File: src/rtl/capsense_scan_ctrl.sv
// Time-multiplexed capacitive pad scanner: discharge, release one pad, count charge time,
// then track a per-pad baseline and debounce the touch decision into pressed_o.
module capsense_scan_ctrl #(
    parameter int N         = 4,
    parameter int CNT_W     = 10,
    parameter int MAX_CNT   = 1023,
    parameter int DISCH_CYC = 16,
    parameter int THRESH    = 8,
    parameter int DEB       = 3,
    localparam int CH_W     = (N > 1) ? $clog2(N) : 1
) (
    input  logic             clk_i,
    input  logic             rst_ni,
    input  logic             start_i,
    input  logic [N-1:0]     pad_i,
    output logic [N-1:0]     pad_oe_o,
    output logic             busy_o,
    output logic             done_o,
    output logic             cnt_valid_o,
    output logic [CH_W-1:0]  ch_o,
    output logic [CNT_W-1:0] cnt_o,
    output logic [N-1:0]     pressed_o
);

    localparam int DT_W  = (DISCH_CYC > 1) ? $clog2(DISCH_CYC) : 1;
    localparam int DEB_W = $clog2(DEB + 1);

    localparam logic [2:0] S_IDLE   = 3'd0;
    localparam logic [2:0] S_DISCH  = 3'd1;
    localparam logic [2:0] S_CHARGE = 3'd2;
    localparam logic [2:0] S_STORE  = 3'd3;
    localparam logic [2:0] S_FINISH = 3'd4;

    logic [2:0]                r_state;
    logic [CH_W-1:0]           r_ch;
    logic [DT_W-1:0]           r_dtmr;
    logic [CNT_W-1:0]          r_count;
    logic [CH_W-1:0]           r_ch_o;
    logic [CNT_W-1:0]          r_cnt_o;
    logic [N-1:0][CNT_W-1:0]   r_base;
    logic [N-1:0]              r_bvalid;
    logic [N-1:0][DEB_W-1:0]   r_deb;
    logic [N-1:0]              r_pressed;
    logic [N-1:0]              r_sync1;
    logic [N-1:0]              r_sync2;

    logic [CNT_W-1:0]          w_bl;
    logic [CNT_W:0]            w_lim;
    logic                      w_touch;
    logic [DEB_W-1:0]          w_deb_inc;

    // Pads are asynchronous; the synchroniser is deliberately left out of reset.
    always_ff @(posedge clk_i) begin
        r_sync1 <= pad_i;
        r_sync2 <= r_sync1;
    end

    // Touch compare done one bit wider so baseline + THRESH cannot overflow.
    assign w_bl      = r_base[r_ch];
    assign w_lim     = {1'b0, w_bl} + (CNT_W+1)'(THRESH);
    assign w_touch   = ({1'b0, r_count} > w_lim);
    assign w_deb_inc = r_deb[r_ch] + 1'b1;

    always_ff @(posedge clk_i or negedge rst_ni) begin
        if (!rst_ni) begin
            r_state   <= S_IDLE;
            r_ch      <= '0;
            r_dtmr    <= '0;
            r_count   <= '0;
            r_ch_o    <= '0;
            r_cnt_o   <= '0;
            r_base    <= '0;
            r_bvalid  <= '0;
            r_deb     <= '0;
            r_pressed <= '0;
        end else begin
            case (r_state)
                S_IDLE: begin
                    if (start_i) begin
                        r_state <= S_DISCH;
                        r_ch    <= '0;
                        r_dtmr  <= '0;
                    end
                end
                S_DISCH: begin
                    if (r_dtmr == DT_W'(DISCH_CYC - 1)) begin
                        r_state <= S_CHARGE;
                        r_count <= '0;
                    end else begin
                        r_dtmr <= r_dtmr + 1'b1;
                    end
                end
                S_CHARGE: begin
                    // Count saturates at MAX_CNT; a pad that never rises still moves the scan on.
                    if (r_sync2[r_ch] || (r_count == CNT_W'(MAX_CNT))) begin
                        r_state <= S_STORE;
                        r_ch_o  <= r_ch;
                        r_cnt_o <= r_count;
                    end else begin
                        r_count <= r_count + 1'b1;
                    end
                end
                S_STORE: begin
                    if (!r_bvalid[r_ch]) begin
                        r_base[r_ch]   <= r_count;
                        r_bvalid[r_ch] <= 1'b1;
                    end else begin
                        if (!w_touch) begin
                            if (r_count < w_bl)      r_base[r_ch] <= r_count;
                            else if (r_count > w_bl) r_base[r_ch] <= w_bl + 1'b1;
                        end
                        if (w_touch != r_pressed[r_ch]) begin
                            if (w_deb_inc == DEB_W'(DEB)) begin
                                r_pressed[r_ch] <= ~r_pressed[r_ch];
                                r_deb[r_ch]     <= '0;
                            end else begin
                                r_deb[r_ch] <= w_deb_inc;
                            end
                        end else begin
                            r_deb[r_ch] <= '0;
                        end
                    end
                    if (r_ch == CH_W'(N - 1)) begin
                        r_state <= S_FINISH;
                    end else begin
                        r_ch    <= r_ch + 1'b1;
                        r_dtmr  <= '0;
                        r_state <= S_DISCH;
                    end
                end
                S_FINISH: r_state <= S_IDLE;
                default:  r_state <= S_IDLE;
            endcase
        end
    end

    // OE is decoded from state so an async reset re-discharges every pad immediately.
    assign pad_oe_o    = (r_state == S_CHARGE) ? ~(N'(1) << r_ch) : '1;
    assign busy_o      = (r_state == S_DISCH) || (r_state == S_CHARGE) || (r_state == S_STORE);
    assign done_o      = (r_state == S_FINISH);
    assign cnt_valid_o = (r_state == S_STORE);
    assign ch_o        = r_ch_o;
    assign cnt_o       = r_cnt_o;
    assign pressed_o   = r_pressed;

endmodule

File: config.mk
export PLATFORM = sky130hd
export DESIGN_NAME = capsense_scan_ctrl
export DESIGN_NICKNAME = d
export VERILOG_FILES = /design/src/rtl/capsense_scan_ctrl.sv
export SDC_FILE = /design/constraint.sdc
export NUM_CORES = 1
export LEC_CHECK = 0
export CAP_MARGIN = 0
export CORE_MARGIN = 5
export CORE_UTILIZATION = 60
export DETAILED_ROUTE_END_ITERATION = 16
export HOLD_SLACK_MARGIN = 0.12
export PLACE_DENSITY = 0.9
export SLEW_MARGIN = 20
export SYNTH_ARGS = -nofsm -noshare
export SYNTH_HDL_FRONTEND = slang
export SYNTH_SLANG_ARGS = --single-unit
File: constraint.sdc
create_clock -name clk_i -period 6.7 [get_ports clk_i]
set_input_delay 0.67 -clock clk_i [delete_from_list [all_inputs] [get_ports clk_i]]
set_output_delay 0.67 -clock clk_i [all_outputs]
set_load 0.02 [all_outputs]
==> results.py <==
metrics = {
    "sta": {
        "finalSetupViolCount": 0,
        "fin_crit_ps": 4610,
        "final.period_utilization_pct": 68.7,
        "fin_setup_tns_ps": 0,
        "max_freq_mhz": 217,
        "clock_skew_ps": 21.0,
        "final_hold_viol_count": 0,
        "setup_slack_ps": 2090,
        "maxSlewViolCount": 0,
        "relSlewSlack_pct": 36.0,
        "rsz0062_at_grt": "false",
        "worst_pin_slew_ps": 957,
    },
    "drt": {
        "wl_mm": 10.3,
        "wl_per_cell_um": 18.4,
        "ant_nets": 0,
        "dr.first_iter.drc_count": 184,
        "dr_total_vias": 3400,
        "viasPerCell": 6.09,
        "remaining_drc_errors": 0,
        "dr.pass1.iters": 4,
    },
    "placed_design": {
        "place.gp.congestion": 0.863,
        "dp.cells": 542,
        "place_ws_ps": 2050,
        "io_buffers": 29,
        "hpwlAfterDp_mm": 7.45,
    },
    "power_and_ir_drop": {
        "power_per_cell_area_nw_per_um2": 261,
        "power.internal_uw": 980,
        "p_sw_uw": 500,
        "ir_drop_mv": 0.117,
        "pwr-share-seq_pct": 45.6,
        "power_mw": 1.48,
        "leakage_nw": 2.55,
        "sw_frac_of_total_pct": 33.8,
        "clkPwrFrac_pct": 25.9,
        "pwr-share-comb_pct": 28.5,
    },
    "die": {
        "core_area_um2": 8260,
        "ioPinCount": 30,
        "rows": 33,
        "die_w_um": 102,
        "die_area_um2": 10500,
        "start_util_pct": 62.0,
        "dieHeight_um": 102,
    },
    "setup_path": {
        "critPathKind": "flip-flop to flip-flop",
        "worstSetupEndpointType": "flip-flop",
        "cp.required_ps": 6920,
        "startpoint_type": "flip-flop",
        "crit_arrival_ps": 4830,
        "worst-path-max-fanout": 13,
    },
    "clocking": {
        "root_buffer": "clkbuf_8",
        "htreeDepth": 3,
        "cts.path.max_buffers": 2,
        "clk_latency_ps": 370,
        "cts_buffers": 9,
        "cts_resized": 0,
        "post_cts_buffers": 0,
        "clock_sinks": 95,
        "path_clk_slew_ps": 90,
        "holdBufCountCts": 0,
        "cts_tree": "done",
    },
    "worst_hold_path": {
        "hold_path_class": "input port to asynchronous set/reset pin",
    },
    "yosys": {
        "ys_warn_count": 0,
        "yosysSeqAreaShare_pct": 45.7,
        "ys_ff_latch": 95,
        "synthAdderAreaFrac_pct": 6.36,
        "netlist_instances": 422,
        "syn_avg_cell_area_um2": 12.1,
        "synth-simple-area-share_pct": 10.5,
        "synthArstFlopShare_pct": 91.6,
        "synth_nets": 455,
        "synth-edff-count": 0,
        "synth.distinct_cells": 61,
        "synth_xor_area_share_pct": 4.13,
        "synthFlopType": "dfrtp_1",
        "synth_compound_area_share_pct": 9.19,
        "synth_area_um2": 5120,
        "synth_top_family_by_area": "multiplexers",
        "synth_mux_area_share_pct": 20.7,
    },
    "grt": {
        "track_usage_pct": 21.8,
        "grt-ovfl-total": 0,
        "antenna_found_initial": 0,
        "grt_max_degree": 88,
        "grt_pass1_wl_mm": 17.7,
        "grt_pass1_vias": 3584,
    },
    "outcome": {
        "status": "finished clean",
    },
    "job": {
        "cap_violations": 0,
    },
    "finish": {
        "multi_input_area_um2": 2610,
        "fillCellCount": 622,
        "regArea_um2": 2340,
        "n_antenna_cell": 0,
        "stdcell_count": 558,
        "layout_commonest_cell": "dfrtp_1",
        "layout_common_cells": "87 x dfrtp_1, 61 x mux2_2, 41 x nand2_1",
        "final_nets": 481,
        "drive_gt1_share_pct": 24.3,
        "area_growth_pct": 10.7,
    },
}
cells by family after synthesis:
group	Yosys count
fa+ha+maj	26
simple gates	104
xor+xnor	22
buf+inv	37
compound gates	59
flops	95
mux	79
cells in the mapped netlist (5+ instances only):
library cell	count	area share [%]
clkbuf_1	6	0.44
xnor2_1	13	2.2
nor3_1	5	0.49
and2_1	5	0.61
mux4_2	14	6.2
inv_1	19	1.4
nor2_1	17	1.2
ha_1	26	6.4
xor2_1	8	1.4
o41ai_1	8	1.4
a21oi_1	8	0.78
dfxtp_1	8	3.1
nand3_1	6	0.59
nand2_1	41	3.0
mux2_2	61	13
o21ai_0	14	1.4
dfrtp_1	87	43
a211oi_4	5	2.0
metrics by stage:
stage / area, um2 / utilization (%) / hold WS [ps]
4_1_cts: 5660 / 68.6 / 337
2_1_floorplan: 5120 / - / 310
3_5_place_dp: 5460 / 66.1 / 315
3_3_place_gp: 5460 / 66.1 / 315
5_1_grt: 5670 / 68.6 / 347
6_report: 5670 / 68.6 / 326
critical path, cell delays in order, from the launching register on:
cell,delay (ps)
dfrtp_1,720
buf_4,330
mux4_2,620
and2_1,210
nand2_1,80
xnor2_1,70
ha_1,310
and4b_1,260
o211ai_1,110
a31o_2,230
a211oi_4,820
xnor2_4,230
o41ai_1,460
final timing paths:
check | startpoint | end | slack (ps) | cells after the start
max | r_ch[0] | r_deb[5] | 2090 | 12
min | rst_ni | r_deb[6] | 330 | 1
max reg2reg | r_ch[0] | r_deb[5] | 2090 | 12
min reg2reg | r_sync1[0] | r_sync2[0] | 340 | 0
max in group asynchronous | rst_ni | cnt_o[2] | 5810 | 1
min in group clk_i | r_sync1[0] | r_sync2[0] | 340 | 0
registers in the layout, summed over array words and instances, names as in the netlist:
signal / cells
r_sync1: 4
cnt_o: 10
r_bvalid: 4
r_ch: 2
r_deb: 8
r_sync2: 4
r_state: 3
r_base: 40
ch_o: 2
r_count: 10
pressed_o: 4
r_dtmr: 4
power groups by stage:
| stage | Combinational [mW] | Clock [mW] | Sequential (mW) |
|---|---|---|---|
| detailed placement | 0.422 | 0 | 0.685 |
| floorplan | 0.331 | 0 | 0.663 |
| global placement | 0.401 | 0 | 0.682 |
| global route | 0.465 | 0.413 | 0.683 |
| CTS | 0.424 | 0.390 | 0.674 |
| finish | 0.422 | 0.384 | 0.674 |
area by class of cell:
type                       instances  share of cell area (%)
multi-input combinational        290                    46.0
sequential                        95                    41.2
timing repair buffer              31                    5.41
clock buffer                      12                    3.11
tap                              105                    2.32
inverter                          21                    1.39
clock inverter                     4                   0.530
per-layer routing:
metal | part of all wire (%) | track usage [%]
met2 | 51 | 36.1
met3 | 3.5 | 4.03
met4 | 1.4 | 7.37
met5 | 0 | 0
met1 | 44 | 29.1
Note: power is estimated with default switching activity, not from simulation.
